==> src/rtl/float_compare_pipe_if.sv <==
// Operand/result stream bundle for the FP compare/select pipe; widths follow the
// same EXP_W/MAN_W split as the unit it connects to.
interface float_compare_pipe_if #(
    parameter int EXP_W = 8,
    parameter int MAN_W = 23
);
    localparam int W = 1 + EXP_W + MAN_W;

    logic [W-1:0] a;
    logic [W-1:0] b;
    logic [2:0]   op;
    logic         in_valid;
    logic         in_ready;
    logic         out_valid;
    logic         out_ready;
    logic         flag;
    logic [W-1:0] value;
    logic         unordered;

    modport master (
        output a, b, op, in_valid, out_ready,
        input  in_ready, out_valid, flag, value, unordered
    );

    modport slave (
        input  a, b, op, in_valid, out_ready,
        output in_ready, out_valid, flag, value, unordered
    );
endinterface

==> src/rtl/float_compare_pipe.sv <==
// Pipelined FP compare (EQ/LT/LE/GT/GE) and MIN/MAX select; 2-cycle latency, 1 op/cycle.
// Valid/ready both sides; a stall freezes both stages while a stage-1 bubble still fills.
module float_compare_pipe #(
    parameter int EXP_W = 8,
    parameter int MAN_W = 23
) (
    input  logic                 clk,
    input  logic                 reset,
    float_compare_pipe_if.slave  io
);
    localparam int W = 1 + EXP_W + MAN_W;

    localparam logic [2:0] OP_EQ  = 3'd0;
    localparam logic [2:0] OP_LT  = 3'd1;
    localparam logic [2:0] OP_LE  = 3'd2;
    localparam logic [2:0] OP_GT  = 3'd3;
    localparam logic [2:0] OP_GE  = 3'd4;
    localparam logic [2:0] OP_MIN = 3'd5;
    localparam logic [2:0] OP_MAX = 3'd6;

    localparam logic [W-1:0] QNAN = {1'b0, {EXP_W{1'b1}}, 1'b1, {(MAN_W-1){1'b0}}};

    typedef struct packed {
        logic [2:0]   op;
        logic [W-1:0] a;
        logic [W-1:0] b;
        logic         a_nan;
        logic         b_nan;
        logic         both_zero;
        logic         mag_lt;
        logic         mag_eq;
    } s1_t;

    s1_t          s1_d;
    s1_t          s1_q;
    logic         s1_valid;
    logic         s2_valid;
    logic         flag_q;
    logic [W-1:0] value_q;
    logic         unord_q;

    logic         adv1;
    logic         adv2;
    logic         in_ready;

    logic [EXP_W-1:0] a_exp;
    logic [EXP_W-1:0] b_exp;
    logic [MAN_W-1:0] a_man;
    logic [MAN_W-1:0] b_man;
    logic [W-2:0]     a_mag;
    logic [W-2:0]     b_mag;

    assign adv2     = ~s2_valid | io.out_ready;
    assign adv1     = ~s1_valid | adv2;
    assign in_ready = adv1 & ~reset;

    assign io.in_ready  = in_ready;
    assign io.out_valid = s2_valid;
    assign io.flag      = flag_q;
    assign io.value     = value_q;
    assign io.unordered = unord_q;

    assign a_exp = io.a[W-2 -: EXP_W];
    assign b_exp = io.b[W-2 -: EXP_W];
    assign a_man = io.a[MAN_W-1:0];
    assign b_man = io.b[MAN_W-1:0];
    // {exp, man} orders every non-NaN magnitude, subnormals and infinity included.
    assign a_mag = io.a[W-2:0];
    assign b_mag = io.b[W-2:0];

    always_comb begin
        s1_d           = '0;
        s1_d.op        = io.op;
        s1_d.a         = io.a;
        s1_d.b         = io.b;
        s1_d.a_nan     = (&a_exp) & (|a_man);
        s1_d.b_nan     = (&b_exp) & (|b_man);
        s1_d.both_zero = (a_mag == '0) & (b_mag == '0);
        s1_d.mag_lt    = a_mag < b_mag;
        s1_d.mag_eq    = a_mag == b_mag;
    end

    logic         sa;
    logic         sb;
    logic         unord_d;
    logic         eq;
    logic         lt;
    logic         min_a;
    logic         max_a;
    logic [W-1:0] min_v;
    logic [W-1:0] max_v;
    logic         flag_d;
    logic [W-1:0] value_d;

    always_comb begin
        sa      = s1_q.a[W-1];
        sb      = s1_q.b[W-1];
        unord_d = s1_q.a_nan | s1_q.b_nan;
        eq      = s1_q.both_zero | ((sa == sb) & s1_q.mag_eq);
        lt      = 1'b0;
        if (s1_q.both_zero) begin
            lt = 1'b0;
        end else if (sa != sb) begin
            lt = sa;
        end else if (!sa) begin
            lt = s1_q.mag_lt;
        end else begin
            lt = ~s1_q.mag_lt & ~s1_q.mag_eq;
        end

        // Opposite-signed zeros compare equal but MIN/MAX must still pick by sign.
        if (s1_q.both_zero && (sa != sb)) begin
            min_a = sa;
            max_a = sb;
        end else begin
            min_a = lt | eq;
            max_a = ~lt;
        end

        if (s1_q.a_nan && s1_q.b_nan) begin
            min_v = QNAN;
            max_v = QNAN;
        end else if (s1_q.a_nan) begin
            min_v = s1_q.b;
            max_v = s1_q.b;
        end else if (s1_q.b_nan) begin
            min_v = s1_q.a;
            max_v = s1_q.a;
        end else begin
            min_v = min_a ? s1_q.a : s1_q.b;
            max_v = max_a ? s1_q.a : s1_q.b;
        end

        flag_d  = 1'b0;
        value_d = '0;
        case (s1_q.op)
            OP_EQ:   flag_d = ~unord_d & eq;
            OP_LT:   flag_d = ~unord_d & lt;
            OP_LE:   flag_d = ~unord_d & (lt | eq);
            OP_GT:   flag_d = ~unord_d & ~lt & ~eq;
            OP_GE:   flag_d = ~unord_d & ~lt;
            OP_MIN:  value_d = min_v;
            OP_MAX:  value_d = max_v;
            default: begin
                flag_d  = 1'b0;
                value_d = '0;
            end
        endcase
    end

    always_ff @(posedge clk) begin
        if (reset) begin
            s1_valid <= 1'b0;
            s2_valid <= 1'b0;
            flag_q   <= 1'b0;
            value_q  <= '0;
            unord_q  <= 1'b0;
        end else begin
            if (adv1) begin
                s1_valid <= io.in_valid;
            end
            if (adv2) begin
                s2_valid <= s1_valid;
            end
            if (adv2 && s1_valid) begin
                flag_q  <= flag_d;
                value_q <= value_d;
                unord_q <= unord_d;
            end
        end
    end

    // Stage-1 payload needs no reset: it is only consumed under s1_valid.
    always_ff @(posedge clk) begin
        if (io.in_valid && in_ready) begin
            s1_q <= s1_d;
        end
    end
endmodule

==> src/flat_wrapper.sv <==
// flat-port wrapper written by rule: the top's interface ports become plain ports
module float_compare_pipe_flat 
#(
    parameter int EXP_W = 8,
    parameter int MAN_W = 23
)
  (clk, reset, io_a, io_b, io_op, io_in_valid, io_out_ready, io_in_ready, io_out_valid, io_flag, io_value, io_unordered);
  float_compare_pipe_if #(.EXP_W(EXP_W), .MAN_W(MAN_W)) io_i ();
  input  logic clk;
  input  logic reset;
  input wire logic [$bits(io_i.a)-1:0] io_a;
  input wire logic [$bits(io_i.b)-1:0] io_b;
  input wire logic [$bits(io_i.op)-1:0] io_op;
  input wire logic [$bits(io_i.in_valid)-1:0] io_in_valid;
  input wire logic [$bits(io_i.out_ready)-1:0] io_out_ready;
  output wire logic [$bits(io_i.in_ready)-1:0] io_in_ready;
  output wire logic [$bits(io_i.out_valid)-1:0] io_out_valid;
  output wire logic [$bits(io_i.flag)-1:0] io_flag;
  output wire logic [$bits(io_i.value)-1:0] io_value;
  output wire logic [$bits(io_i.unordered)-1:0] io_unordered;
  assign io_i.a = io_a;
  assign io_i.b = io_b;
  assign io_i.op = io_op;
  assign io_i.in_valid = io_in_valid;
  assign io_i.out_ready = io_out_ready;
  assign io_in_ready = io_i.in_ready;
  assign io_out_valid = io_i.out_valid;
  assign io_flag = io_i.flag;
  assign io_value = io_i.value;
  assign io_unordered = io_i.unordered;
  float_compare_pipe #(.EXP_W(EXP_W), .MAN_W(MAN_W)) u_core (.clk(clk), .reset(reset), .io(io_i));
endmodule
==> config.mk <==
export PLATFORM = sky130hd
export DESIGN_NAME = float_compare_pipe_flat
export DESIGN_NICKNAME = d
export VERILOG_FILES = /design/src/rtl/float_compare_pipe_if.sv /design/src/rtl/float_compare_pipe.sv /design/src/flat_wrapper.sv
export SDC_FILE = /design/constraint.sdc
export NUM_CORES = 1
export LEC_CHECK = 0
export CAP_MARGIN = 20
export CORE_MARGIN = 4
export CORE_UTILIZATION = 40
export CTS_CLUSTER_SIZE = 14
export DETAILED_ROUTE_END_ITERATION = 10
export DONT_BUFFER_PORTS = 1
export HOLD_SLACK_MARGIN = 0.12
export PLACE_DENSITY = 0.51
export SETUP_SLACK_MARGIN = 0.15
export SYNTH_ARGS = -nofsm -noshare
export SYNTH_HDL_FRONTEND = slang
export SYNTH_SLANG_ARGS = --single-unit
export TNS_END_PERCENT = 20
==> constraint.sdc <==
create_clock -name clk -period 3.7 [get_ports clk]
set_clock_uncertainty 0.05 [all_clocks]
set_input_delay 0.37 -clock clk [delete_from_list [all_inputs] [get_ports clk]]
set_output_delay 0.37 -clock clk [all_outputs]
set_load 0.05 [all_outputs]
# Word level (Yosys, flattened, before mapping)
# Cells that the tools add are included.
[word_totals]
romBits = 0
n_memories = 0
word_cells = 73
reg_bits = 108
input_bits = 71
latchBits = 0
ramBits = 0
[op_classes]
n_mux = 15
n_lt_le_gt_ge = 1
n_eq_ne = 9
bitwise_logic = 24
n_div = 0
addsub = 0
reduce_logical = 11
n_shift = 0
mul = 0
[ops]
columns = ["op", "count"]
rows = [
  ["two-way mux 32 bit", 8],
  ["one-hot mux 32 bit (2 select lines)", 1],
  ["logical NOT 31 bit", 2],
  ["OR reduction 23 bit", 2],
  ["== test 31 bit", 1],
  ["less-than comparator 31 bit", 1],
  ["AND reduction 8 bit", 2],
  ["AND 1 bit", 11],
  ["== test 3 bit, second input constant", 3],
  ["NOT 1 bit", 8],
  ["== test 3 x 2 -> 1 bit, second input constant", 2],
  ["two-way mux 1 bit", 5],
  ["OR 1 bit", 5],
  ["one-hot mux 1 bit (5 select lines)", 1],
  ["logical AND 1 bit", 4],
  ["== test 3 x 1 -> 1 bit, second input constant", 1],
  ["logical NOT 3 bit", 1],
  ["== test 1 bit", 1],
  ["inequality test 1 bit", 1],
]

# Depth between registers and ports, before layout
# Gate-level depths: netlist (run 1).
[logic_depth]
word_depth = 12
depth_mapped = 11

# Least setup slack after synthesis (run 1)
# Ideal clock, no wire load.
[synth_timing]
path_type = "register -> register"
start = "reg u_core.s2_valid (netlist: u_core.io.out_valid)"
end = "reg u_core.s1_q[0] (netlist name) (enable)"
setup_ns = 0.437
synth_period_minus_slack_ns = 3.832
t_required_ns = 3.213
setup_slack_ns = -0.132
arrival_time_ns = 3.345
stages_incl_launch_ff = 4
path_cell_list = "dfxtp_1 -> nor2b_1 -> a21oi_1 -> and2_1"
[synth_between]
elab_chain_cells = 5
[synth_lines]
columns = ["element", "line", "text"]
rows = [
  ["start: declaration", "float_compare_pipe.sv:37", "logic s2_valid;"],
  ["start signal: assignment", "float_compare_pipe.sv:163", "s2_valid <= s1_valid;"],
  ["NOT 1 bit", "float_compare_pipe.sv:53", "assign adv2 = ~s2_valid | io.out_ready;"],
  ["OR 1 bit", "float_compare_pipe.sv:53", ""],
  ["OR 1 bit", "float_compare_pipe.sv:54", "assign adv1 = ~s1_valid | adv2;"],
  ["AND 1 bit", "float_compare_pipe.sv:55", "assign in_ready = adv1 & ~reset;"],
  ["net io_in_ready", "flat_wrapper.sv:16", "output wire logic [$bits(io_i.in_ready)-1:0] io_in_ready;"],
  ["logical AND 1 bit", "float_compare_pipe.sv:175", "if (io.in_valid && in_ready) begin"],
  ["end signal: assignment", "float_compare_pipe.sv:176", "s1_q <= s1_d;"],
  ["end: declaration", "float_compare_pipe.sv:35", "s1_t s1_q;"],
]
# The timed path passes the listed nets, and every way through them passes these cells.
# A chain may end at the register's enable or synchronous reset.

# Worst setup path in the final report (run 1)
[layout_timing]
start = "reg u_core.s1_q[68] (netlist name)"
end = "reg u_core.value_q[7] (netlist: u_core.io.value[7])"
[layout_between]
elab_chain_cells = 10
word_cells_on_any_way = 21
[layout_lines]
columns = ["element", "line", "text"]
rows = [
  ["two-way mux 1 bit, or another cell as far along", "float_compare_pipe.sv:105", "end else if (!sa) begin"],
  ["two-way mux 1 bit / AND 1 bit (equally long branches)", "float_compare_pipe.sv:103, float_compare_pipe.sv:99", ""],
  ["two-way mux 1 bit / OR 1 bit (equally long branches)", "float_compare_pipe.sv:101, float_compare_pipe.sv:99", ""],
  ["OR 1 bit / NOT 1 bit (equally long branches)", "float_compare_pipe.sv:116, float_compare_pipe.sv:117", ""],
  ["two-way mux 1 bit", "float_compare_pipe.sv:112", "if (s1_q.both_zero && (sa != sb)) begin"],
  ["two-way mux 32 bit, on equally long branches", "float_compare_pipe.sv:130, float_compare_pipe.sv:131", ""],
  ["two-way mux 32 bit", "float_compare_pipe.sv:126", "end else if (s1_q.b_nan) begin"],
  ["two-way mux 32 bit", "float_compare_pipe.sv:123", "end else if (s1_q.a_nan) begin"],
  ["two-way mux 32 bit", "float_compare_pipe.sv:120", "if (s1_q.a_nan && s1_q.b_nan) begin"],
  ["one-hot mux 32 bit (2 select lines) *", "float_compare_pipe.sv:136", "case (s1_q.op)"],
  ["end signal: assignment", "float_compare_pipe.sv:167", "value_q <= value_d;"],
  ["end: declaration", "float_compare_pipe.sv:39", "logic [W-1:0] value_q;"],
]
# Every way passes the cells marked *; elsewhere a longest branch is shown, timed or not.

==> impl_metrics.csv, run 1 <==
group,metric,value,unit
run_status,run_status,"finished clean",
detailed_routing,via_per_inst,5.59,
setup_path,cp.arrival,3.20,ns
clock_network,cts_tree,"built",
place,numPortBuffers,0,
yosys,synth_fp_nets,580,
place,hpwl,9.60,mm
detailed_routing,wl,13.8,mm
sta,slew_viol_final,0,
power_and_ir_drop,net-switching-power,0.672,mW
clock_network,inserted_clock_buffers,9,
power_and_ir_drop,comb_power_share,9.9,%
clock_network,cts_setup_buffers,0,
place,gp_congestion,0.826,
yosys,synth-seq-area-share,54.0,%
yosys,synthesis.yosys.warnings,0,
yosys,postSynthCellCount,476,
sta,max_freq,339,MHz
clock_network,cts.path.max_buffers,2,
worst_hold_path,whs_endpoint,"u_core.io.out_valid",
clock_network,numClockSinks,108,
setup_path,worst-path-buf-inv,3,
setup_path,crit_fanout,22,
setup_path,worst_path_largest_cell_delay,0.66,ns
die,die_width,124,um
final_layout,post_route_cells_drive_above_1_share,6.24,%
yosys,share_of_async_settable_or_async_resettable_flops_after_synthesis,0,%
sta,layout_min_cycle_time,2.95,ns
detailed_routing,ant_nets,0,
setup_path,crit_slowest_cell,"edfxtp_1",
grt,global_route.overflow_total,0,
setup_path,cp_data_required_time,3.95,ns
grt,wire_length_of_the_first_global_routing_pass,21.7,mm
sta,tightest_slew,0.709,ns
detailed_routing,drt-wirelength-per-cell,19.2,um
setup_path,nature_of_the_critical_path_startpoint,"flip-flop",
place,preCtsSetupSlack,0.794,ns
detailed_routing,initial_drc_count,241,
clock_network,cts-resized-gates,0,
clock_network,clock_insertion_delay_worst_skew,0.35,ns
clock_network,clock_pin_slew_reported_for_the_worst_setup_and_hold_paths_after_clock_tree_synthesis,0.07,ns
die,ioPinCount,107,
worst_hold_path,worstHoldPathCells,3,
sta,finalSetupTns,0,ns
clock_network,root_buffer,"clkbuf_16",
yosys,synth.ff_latch_count,108,
sta,slew_headroom,52.7,%
die,rows,41,
final_layout,area_delta_synth_final,21.8,%
die,die-area,0.0153,mm^2
grt,gr-usage-all-layers,18.7,%
setup_path,critPathKind,"flip-flop to flip-flop",
power_and_ir_drop,power.density_cell_area,424,mW/mm^2
yosys,synth-edff-count,72,
final_layout,finish.net_count,644,
sta,finalSetupViolations,0,
yosys,synth.distinct_cells,56,
setup_path,endpoint_kind,"flip-flop",
setup_path,regToRegSetupSlack,0.75,ns
grt,antenna_violations_before_repair,0,
power_and_ir_drop,switching_share,24.3,%
setup_path,worst_path_most_repeated_cell,"buf_4",
power_and_ir_drop,clock_power_share,38.6,%
yosys,synth_top_area_cell,"edfxtp_1",
detailed_routing,via_count,4007,
die,floorplan.die.height,124,um
worst_hold_path,hold_start,"io_out_ready",
final_layout,num_antenna_cells,0,
power_and_ir_drop,max-vdd-ir-drop,0.368,mV
sta,finalHoldViolCount,0,
flow_run,timing.max_cap.violations,0,
worst_hold_path,min-delay-path-class,"primary input to flip-flop",
yosys,netlist_top_cells_count,"edfxtp_1 (72), nor2_1 (45), inv_1 (37)",
power_and_ir_drop,seq_power_share,51.5,%
die,initial_utilization,41.6,%
yosys,yosys.cell_count.top_type,"edfxtp_1",
yosys,mapped_avg_cell_area,11.2,um^2
setup_path,critical_path_cell_by_cell,"inv_1 -> ha_1 -> o21bai_4 -> a311oi_2 -> buf_4 -> nor3_1 -> a211oi_2 -> buf_4 -> a221o_1",
yosys,netlist_area,0.00534,mm^2
sta,final.setup.worst_slack,0.748,ns
setup_path,timing.critical_path.max_delay_family,"compound AO/OA/AOI/OAI gates",
sta,timing.final.crit_share,79.8,%
setup_path,reg2reg_to,"u_core.io.value[7]",
yosys,synth_top_cells_by_area,"edfxtp_1 (40%), dfxtp_1 (13%), ha_1 (7.7%)",
sta,grt_setup_unrepaired,"no",
yosys,synth_top_flop_cell,"edfxtp_1",
setup_path,worst_r2r_startpoint,"u_core.s1_q[68]",
power_and_ir_drop,p_leak,2.50,nW
setup_path,rr_worst_depth,9,
final_layout,final_core_utilization,50.7,%
power_and_ir_drop,internal_power,2.09,mW
clock_network,cts_max_level,3,
die,core_area,0.0128,mm^2
yosys,proportion_of_netlist_area_held_by_the_largest_area_contributor,40.5,%
grt,grt_max_degree,47,
detailed_routing,drc,0,
detailed_routing,dr.pass1.iters,5,
grt,grt_pass1_vias,4046,
cells in the final DEF (no fill, tap or decap), types with 3 or more instances in the layout:
| master | count |
|---|---|
| a211oi_1 | 4 |
| or3_1 | 8 |
| nor2_1 | 45 |
| a21oi_1 | 23 |
| nand2_1 | 18 |
| nand4_1 | 13 |
| and3b_1 | 10 |
| dfxtp_1 | 36 |
| edfxtp_1 | 72 |
| inv_1 | 37 |
| dlygate4sd3_1 | 69 |
| nand3_1 | 8 |
| nor2b_1 | 3 |
| clkbuf_16 | 9 |
| a221o_1 | 22 |
| ha_1 | 33 |
| o21ai_0 | 7 |
| a21o_1 | 5 |
| nor3_1 | 17 |
| buf_4 | 7 |
| inv_8 | 3 |
| o32a_1 | 8 |
| nor4_1 | 16 |
| o221ai_1 | 8 |
| and2_1 | 22 |
repair_timing:
item	4_1_cts	5_1_grt
hold buffers	69	0
setup endpoints to repair	0	0
endpoints found under the hold margin	81	0
tightest hold or removal path: cells and delay by family:
| kind | cells | cell delay, ns |
|---|---|---|
| and+or+nand+nor | 3 | 0.20 |
through the flow:
stage / hold slack (ns) / instances / area (um^2) / total power, mW
finish: 0.210 / 717 / 6500 / 2.76
floorplan: 0.398 / 476 / 5340 / 1.61
global placement: 0.393 / 631 / 5480 / 1.65
detailed placement: 0.397 / 631 / 5480 / 1.66
global route: 0.203 / 717 / 6500 / 2.88
CTS: 0.196 / 716 / 6500 / 2.79
logic make-up after synthesis:
logic type	Yosys count	synth area share, %
buf+inv	60	4.99
flops	108	54.0
xor+xnor	3	0.492
simple gates	172	17.5
fa+ha+maj	33	7.73
compound gates	100	15.3
layout make-up:
class	count	area [um^2]
fillers	1190	6320
flip-flops and latches	108	2880
multi-input cells	308	2190
repair buffers	76	743
clock buffers	10	229
well taps	172	215
inverters	37	139
clock inverters	6	103
sequential cells by signal, indices dropped and copies added (netlist names):
signal and count:
u_core.io.unordered 1, u_core.io.out_valid 1, u_core.io.value 32, u_core.s1_valid 1, u_core.io.flag 1, u_core.s1_q 72
power by group through the flow:
stage          Sequential (mW)  Combinational (mW)  Clock [mW]
2_1_floorplan             1.43               0.176           0
3_3_place_gp              1.45               0.205           0
3_5_place_dp              1.45               0.209           0
4_1_cts                   1.42               0.275        1.09
5_1_grt                   1.43               0.308        1.15
6_report                  1.42               0.274        1.07
worst max path at each step:
stage	end	start	cells after the start
2_1_floorplan	u_core.s1_q[0]	u_core.io.out_valid	3
3_3_place_gp	u_core.io.value[5]	u_core.s1_q[68]	9
3_5_place_dp	u_core.io.value[18]	u_core.s1_q[68]	10
4_1_cts	u_core.io.value[7]	u_core.s1_q[68]	9
5_1_grt	u_core.io.value[7]	u_core.s1_q[68]	9
6_report	u_core.io.value[7]	u_core.s1_q[68]	9
layer usage:
layer | vias to the layer above | global-route usage [%] | share of wire [%]
met5 | - | 0 | 0
met4 | 0 | 4.98 | 1.7
met3 | 18 | 7.00 | 7.1
met2 | 120 | 31.5 | 50
met1 | 1935 | 22.6 | 41
li1 | 1934 | - | -
Note: power is estimated with default switching activity, not from simulation.
==> inputs of run 2 (changes only) <==
--- a/config.mk
+++ b/config.mk
@@ -12,7 +12,7 @@
 export DETAILED_ROUTE_END_ITERATION = 10
 export DONT_BUFFER_PORTS = 1
 export HOLD_SLACK_MARGIN = 0.12
-export PLACE_DENSITY = 0.51
+export PLACE_DENSITY = 0.53
 export SETUP_SLACK_MARGIN = 0.15
 export SYNTH_ARGS = -nofsm -noshare
 export SYNTH_HDL_FRONTEND = slang
==> constraint.sdc (replaced) <==
create_clock -name clk -period 2.6 [get_ports clk]
set_clock_uncertainty 0.05 [all_clocks]
set_input_delay 0.26 -clock clk [delete_from_list [all_inputs] [get_ports clk]]
set_output_delay 0.26 -clock clk [all_outputs]
set_load 0.05 [all_outputs]
==> run 2 against run 1 <==
Core utilization increased by 1.9 points. Critical path depth unchanged. Clock power increased by 22%. Clock-buffer cell count increased by 2. Design area increased by 3.8%. Fmax increased by 24%. Via count increased by 3.9%. Register-to-register slack got worse by 0.52 ns. Power increased by 36%. Sequential power increased by 42%. Die area unchanged. Sequential cell count unchanged.
==> impl_metrics.csv, run 2 (synthesis gave the netlist of run 1 again) <==
group,metric,value,unit
detailed_routing,drt-wirelength-per-cell,20.1,um
clock_network,root_buffer,"clkbuf_16",
final_layout,most_frequent_cells_in_the_layout,"edfxtp_1 (72), dlygate4sd3_1 (71), nor2_1 (45)",
setup_path,crit_fanout,6,
setup_path,cp_data_required_time,2.79,ns
sta,fin_hold_ws,0.135,ns
place,numPortBuffers,0,
grt,grt_pass1_vias,4208,
clock_network,inserted_clock_buffers,9,
die,ioPinCount,107,
power_and_ir_drop,clock_power_share,34.7,%
setup_path,critPathKind,"flip-flop to flip-flop",
final_layout,post_route_cells_drive_above_1_share,10.7,%
setup_path,critPathLaunch,"u_core.s1_q[36]",
final_layout,area_delta_synth_final,26.4,%
grt,gr-usage-all-layers,19.5,%
sta,slew_viol_final,0,
grt,wire_length_of_the_first_global_routing_pass,22.3,mm
setup_path,worst_r2r_startpoint,"u_core.s1_q[36]",
setup_path,cp.arrival,2.57,ns
final_layout,seqCellArea,0.00288,mm^2
worst_hold_path,min-delay-path-class,"primary input to flip-flop",
sta,finalSetupTns,0,ns
setup_path,nature_of_the_critical_path_startpoint,"flip-flop",
setup_path,endpoint_kind,"flip-flop",
clock_network,clock_pin_slew_reported_for_the_worst_setup_and_hold_paths_after_clock_tree_synthesis,0.07,ns
sta,max_freq,422,MHz
clock_network,cts_tree,"built",
die,die_width,124,um
grt,antenna_violations_before_repair,0,
sta,timing.final.crit_share,91.2,%
power_and_ir_drop,seq_power_share,53.5,%
sta,layout_min_cycle_time,2.37,ns
clock_network,cts.path.max_buffers,2,
sta,tightest_slew,0.660,ns
power_and_ir_drop,power.density_cell_area,558,mW/mm^2
power_and_ir_drop,switching_share,25.2,%
detailed_routing,dr.pass1.iters,5,
place,dp_cells,643,
grt,grt_max_degree,30,
final_layout,layout.cells.non_filler,741,
power_and_ir_drop,max-vdd-ir-drop,0.490,mV
detailed_routing,wl,14.9,mm
power_and_ir_drop,net-switching-power,0.947,mW
die,core_area,0.0128,mm^2
clock_network,cts_max_level,3,
final_layout,fillCellCount,1130,
place,preCtsSetupSlack,-0.137,ns
sta,finalHoldViolCount,0,
place,gp_congestion,0.856,
detailed_routing,drc,0,
power_and_ir_drop,comb_power_share,11.8,%
grt,global_route.overflow_total,0,
die,rows,41,
final_layout,largest_register_ffs,72,
place,hpwl,9.93,mm
die,initial_utilization,41.6,%
final_layout,top_register,"u_core.s1_q",
power_and_ir_drop,internal_power,2.82,mW
flow_run,timing.max_cap.violations,0,
final_layout,leading_cell_type_in_the_layout_fill_and_taps_excluded,"edfxtp_1",
die,die-area,0.0153,mm^2
power_and_ir_drop,p_leak,2.60,nW
detailed_routing,via_count,4163,
detailed_routing,via_per_inst,5.62,
sta,slew_headroom,56.0,%
sta,final.setup.worst_slack,0.228,ns
detailed_routing,initial_drc_count,306,
detailed_routing,ant_nets,0,
sta,finalSetupViolations,0,
clock_network,numClockSinks,108,
worst_hold_path,hold_start,"io_b[26]",
final_layout,final_core_utilization,52.6,%
clock_network,clock_insertion_delay_worst_skew,0.35,ns
final_layout,finish.net_count,667,
run_status,run_status,"finished clean",
die,floorplan.die.height,124,um
sta,grt_setup_unrepaired,"no",
final_layout,multiInputGateArea,0.00230,mm^2
-- run 2: changes by cell type in the layout (fill, tap and decap cells not counted), sizes merged, moves of 2 or more --
cell         before  now
buf               7   25
bufinv            2    0
clkbuf           10   12
clkinv            0    3
dlygate4sd3      69   71
inv              41   38
o21ai             9   12
-- run 2: timing repair --
action / 4_1_cts / 5_1_grt
pin swaps: 1 / 13
hold endpoints to repair: 83 / 11
resized for setup: 2 / 14
setup buffers: 0 / 6
cloned: 0 / 4
setup endpoints to repair: 24 / 31
hold buffers: 70 / 1
-- run 2: final timing paths --
kind,end,slack (ns),cells past startpoint
worst max-delay path,u_core.io.value[20],0.23,9
worst min-delay path,u_core.s1_q[3],0.13,2
worst max register to register,u_core.io.value[20],0.23,9
worst min register to register,u_core.io.value[5],0.42,1
-- run 2: power by group through the flow --
| stage | clock (mW) | sequential, mW | combinational, mW |
|---|---|---|---|
| floorplan | 0 | 2.04 | 0.252 |
| finish | 1.31 | 2.01 | 0.444 |
| detailed placement | 0 | 2.05 | 0.322 |
| CTS | 1.34 | 2.02 | 0.417 |
| global placement | 0 | 2.05 | 0.315 |
| global route | 1.40 | 2.02 | 0.493 |
-- run 2: area by class of cell --
class | instances | share of cell area [%]
inverter | 37 | 2.06
sequential | 108 | 42.7
timing repair buffer | 96 | 13.8
antenna | 1 | 0.0371
multi-input combinational | 311 | 34.1
tap | 172 | 3.19
clock buffer | 12 | 3.65
clock inverter | 4 | 0.500
-- run 2: per-layer routing --
metal | routed length, um | part of all wire, % | global-route usage, %
met1 | 5700 | 38 | 22.2
met2 | 7590 | 51 | 34.0
met3 | 1300 | 8.7 | 7.37
met4 | 289 | 1.9 | 5.54
met5 | 0 | 0 | 0
-- run 2: through the flow --
step	cell area (um^2)	total power [mW]
after global routing	6750	3.92
after detailed placement	5600	2.38
final	6750	3.76
after CTS	6590	3.77
after floorplan	5350	2.29
after global placement	5600	2.37
-- run 2: worst max-delay path, cell delays in order, from the launching register on --
cell and delay [ns]:
edfxtp_1 0.40, inv_2 0.10, ha_4 0.21, buf_6 0.13, o21bai_4 0.18, a311oi_4 0.39
nor2_2 0.10, nand3_4 0.17, o21ai_2 0.15, a221o_1 0.38
==> inputs of run 3 (changes only) <==
--- a/config.mk
+++ b/config.mk
@@ -5,12 +5,13 @@
 export SDC_FILE = /design/constraint.sdc
 export NUM_CORES = 1
 export LEC_CHECK = 0
+export ABC_AREA = 1
 export CAP_MARGIN = 20
-export CORE_MARGIN = 4
 export CORE_UTILIZATION = 40
 export CTS_CLUSTER_SIZE = 14
 export DETAILED_ROUTE_END_ITERATION = 10
 export DONT_BUFFER_PORTS = 1
+export GPL_TIMING_DRIVEN = 0
 export HOLD_SLACK_MARGIN = 0.12
 export PLACE_DENSITY = 0.53
 export SETUP_SLACK_MARGIN = 0.15
==> run 3 against run 2 <==
First-iteration DRC count down 0.33%. Combinational power up 18%. Setup slack better by 0.15 ns. Global-route usage up 2.4 points. Clock-buffer cell count down 3. Design area up 8.3%. Sequential cell count unchanged. Wire length up 11%. Largest cell class unchanged.
==> impl_metrics.csv, run 3 <==
group,metric,value,unit
clock_network,cts_max_level,3,
clock_network,clock_insertion_delay_worst_skew,0.36,ns
yosys,synth.ff_latch_count,108,
sta,timing.final.crit_share,85.3,%
yosys,synth.distinct_cells,27,
setup_path,cp_data_required_time,2.78,ns
final_layout,final_core_utilization,50.1,%
die,rows,44,
run_status,run_status,"finished clean",
setup_path,worst_path_largest_cell_delay,0.40,ns
die,initial_utilization,41.2,%
place,hpwl,12.3,mm
sta,tightest_slew,0.721,ns
final_layout,area_delta_synth_final,21.6,%
detailed_routing,via_count,5109,
detailed_routing,wl,16.5,mm
die,ioPinCount,107,
final_layout,largest_register_ffs,72,
clock_network,root_buffer,"clkbuf_16",
detailed_routing,dr.pass1.iters,5,
clock_network,clock_pin_slew_reported_for_the_worst_setup_and_hold_paths_after_clock_tree_synthesis,0.07,ns
setup_path,critPathKind,"flip-flop to flip-flop",
final_layout,top_register,"u_core.s1_q",
yosys,postSynthCellCount,708,
yosys,synth-seq-area-share,47.9,%
power_and_ir_drop,max-vdd-ir-drop,0.316,mV
setup_path,crit_slowest_cell,"edfxtp_1",
sta,grt_setup_unrepaired,"no",
setup_path,critical_path_cell_by_cell,"inv_1 -> ha_1 -> nor2_1 -> nand2_2 -> nand3_2 -> nand2_2 -> nand2_4 -> buf_2 -> nand3_1 -> nand3_1 -> nand2_1 -> nand2_1 -> a21oi_1",
final_layout,leading_cell_type_in_the_layout_fill_and_taps_excluded,"nand2_1",
yosys,proportion_of_netlist_area_held_by_the_largest_area_contributor,36.0,%
place,gp_congestion,0.851,
yosys,synth_top_cells_by_area,"edfxtp_1 (36%), dfxtp_1 (12%), nand2_1 (11%)",
yosys,synth_top_flop_cell,"edfxtp_1",
detailed_routing,initial_drc_count,305,
grt,antenna_violations_before_repair,0,
yosys,netlist_top_cells_count,"nand2_1 (169), nand3_1 (106), inv_1 (101)",
detailed_routing,drc,0,
final_layout,post_route_cells_drive_above_1_share,8.81,%
setup_path,endpoint_kind,"flip-flop",
sta,slew_viol_final,0,
grt,global_route.overflow_total,0,
yosys,mapped_avg_cell_area,8.49,um^2
grt,gr-usage-all-layers,21.9,%
yosys,synth_fp_nets,812,
worst_hold_path,min-delay-path-class,"primary input to flip-flop",
die,floorplan.die.height,125,um
yosys,synthesis.yosys.warnings,0,
die,die_width,125,um
grt,grt_max_degree,37,
detailed_routing,ant_nets,0,
clock_network,cts.path.max_buffers,2,
clock_network,cts_tree,"built",
power_and_ir_drop,power.density_cell_area,554,mW/mm^2
setup_path,cp.arrival,2.40,ns
yosys,share_of_async_settable_or_async_resettable_flops_after_synthesis,0,%
yosys,netlist_area,0.00601,mm^2
yosys,synth_top_area_cell,"edfxtp_1",
sta,layout_min_cycle_time,2.22,ns
power_and_ir_drop,p_leak,3.15,nW
grt,wire_length_of_the_first_global_routing_pass,26.7,mm
sta,finalHoldViolCount,0,
clock_network,numClockSinks,108,
flow_run,timing.max_cap.violations,0,
clock_network,inserted_clock_buffers,9,
sta,max_freq,451,MHz
grt,grt_pass1_vias,5143,
detailed_routing,via_per_inst,5.22,
yosys,synth-edff-count,72,
die,core_area,0.0146,mm^2
setup_path,crit_fanout,10,
final_layout,most_frequent_cells_in_the_layout,"nand2_1 (169), nand3_1 (106), inv_1 (101)",
final_layout,finish.net_count,894,
sta,finalSetupViolations,0,
final_layout,num_antenna_cells,0,
setup_path,nature_of_the_critical_path_startpoint,"flip-flop",
die,die-area,0.0155,mm^2
detailed_routing,drt-wirelength-per-cell,16.9,um
place,numPortBuffers,0,
yosys,yosys.cell_count.top_type,"nand2_1",
power_and_ir_drop,post-layout-total-power,4.05,mW
sta,slew_headroom,52.0,%
[run 3: path summary, 6_finish.rpt]
kind         cells past startpoint  slack, ns            start                   to
max                             13       0.38  u_core.s1_q[36]  u_core.io.value[16]
min                              4       0.20         io_a[23]       u_core.s1_q[4]
max reg2reg                     13       0.38  u_core.s1_q[36]  u_core.io.value[16]
min reg2reg                      2       0.43  u_core.s1_valid  u_core.io.out_valid
[run 3: cells by family after synthesis]
| kind of cell | count (synthesis) | share of synthesized area (%) |
|---|---|---|
| AO/OA/AOI/OAI | 88 | 8.91 |
| adder cells (fa/ha/maj) | 33 | 6.87 |
| buffers and inverters | 135 | 9.80 |
| flip-flops | 108 | 47.9 |
| AND/OR/NAND/NOR | 344 | 26.5 |
[run 3: area by class of cell]
type                            count  area [um^2]
Buffer                             31          199
Clock buffer                        9          225
Clock inverter                      7          105
Fill cell                        1357         7280
Inverter                          104          390
Multi-Input combinational cell    465         2550
Sequential cell                   108         2880
Tap cell                          184          230
Timing Repair Buffer               71          731
[run 3: critical path, delay by kind of cell, from the launching register on]
kind	cells	cell delay (ns)
adders and majority gates	1	0.35
DFF	1	0.40
buffers and inverters	2	0.31
and+or+nand+nor	9	0.92
AOI/OAI and AO/OA	1	0.06
[run 3: power by group]
group	switching, mW	internal [mW]
Combinational	0.307	0.219
Clock	0.660	0.862
Sequential	0.0980	1.91
Total	1.07	2.99
[run 3: per-layer routing]
layer | vias to the layer above | track usage, % | part of all wire [%] | routed length (um)
li1 | 2567 | - | - | -
met1 | 2322 | 30.2 | 48 | 7910
met2 | 193 | 33.1 | 43 | 7180
met3 | 27 | 4.90 | 6.3 | 1050
met4 | 0 | 8.72 | 2.3 | 380
met5 | - | 0 | 0 | 0
[run 3: repair_timing]
action,in CTS,in global routing
gates resized for setup,0,0
hold buffers,69,0
endpoints found under the hold margin,69,0
setup buffers,0,0
setup endpoints to repair,0,0
[run 3: stage by stage]
| step | area [um^2] | hold WS [ns] | setup TNS (ns) | instances | setup slack [ns] |
|---|---|---|---|---|---|
| 4_1_cts | 7310 | 0.188 | 0 | 979 | 0.446 |
| 2_1_floorplan | 6020 | 0.309 | 0 | 708 | 0.153 |
| 3_5_place_dp | 6290 | 0.309 | 0 | 894 | 0.283 |
| 3_3_place_gp | 6250 | 0.309 | -40.37 | 892 | -0.569 |
| 5_1_grt | 7310 | 0.189 | 0 | 979 | 0.205 |
| 6_report | 7310 | 0.198 | 0 | 979 | 0.383 |
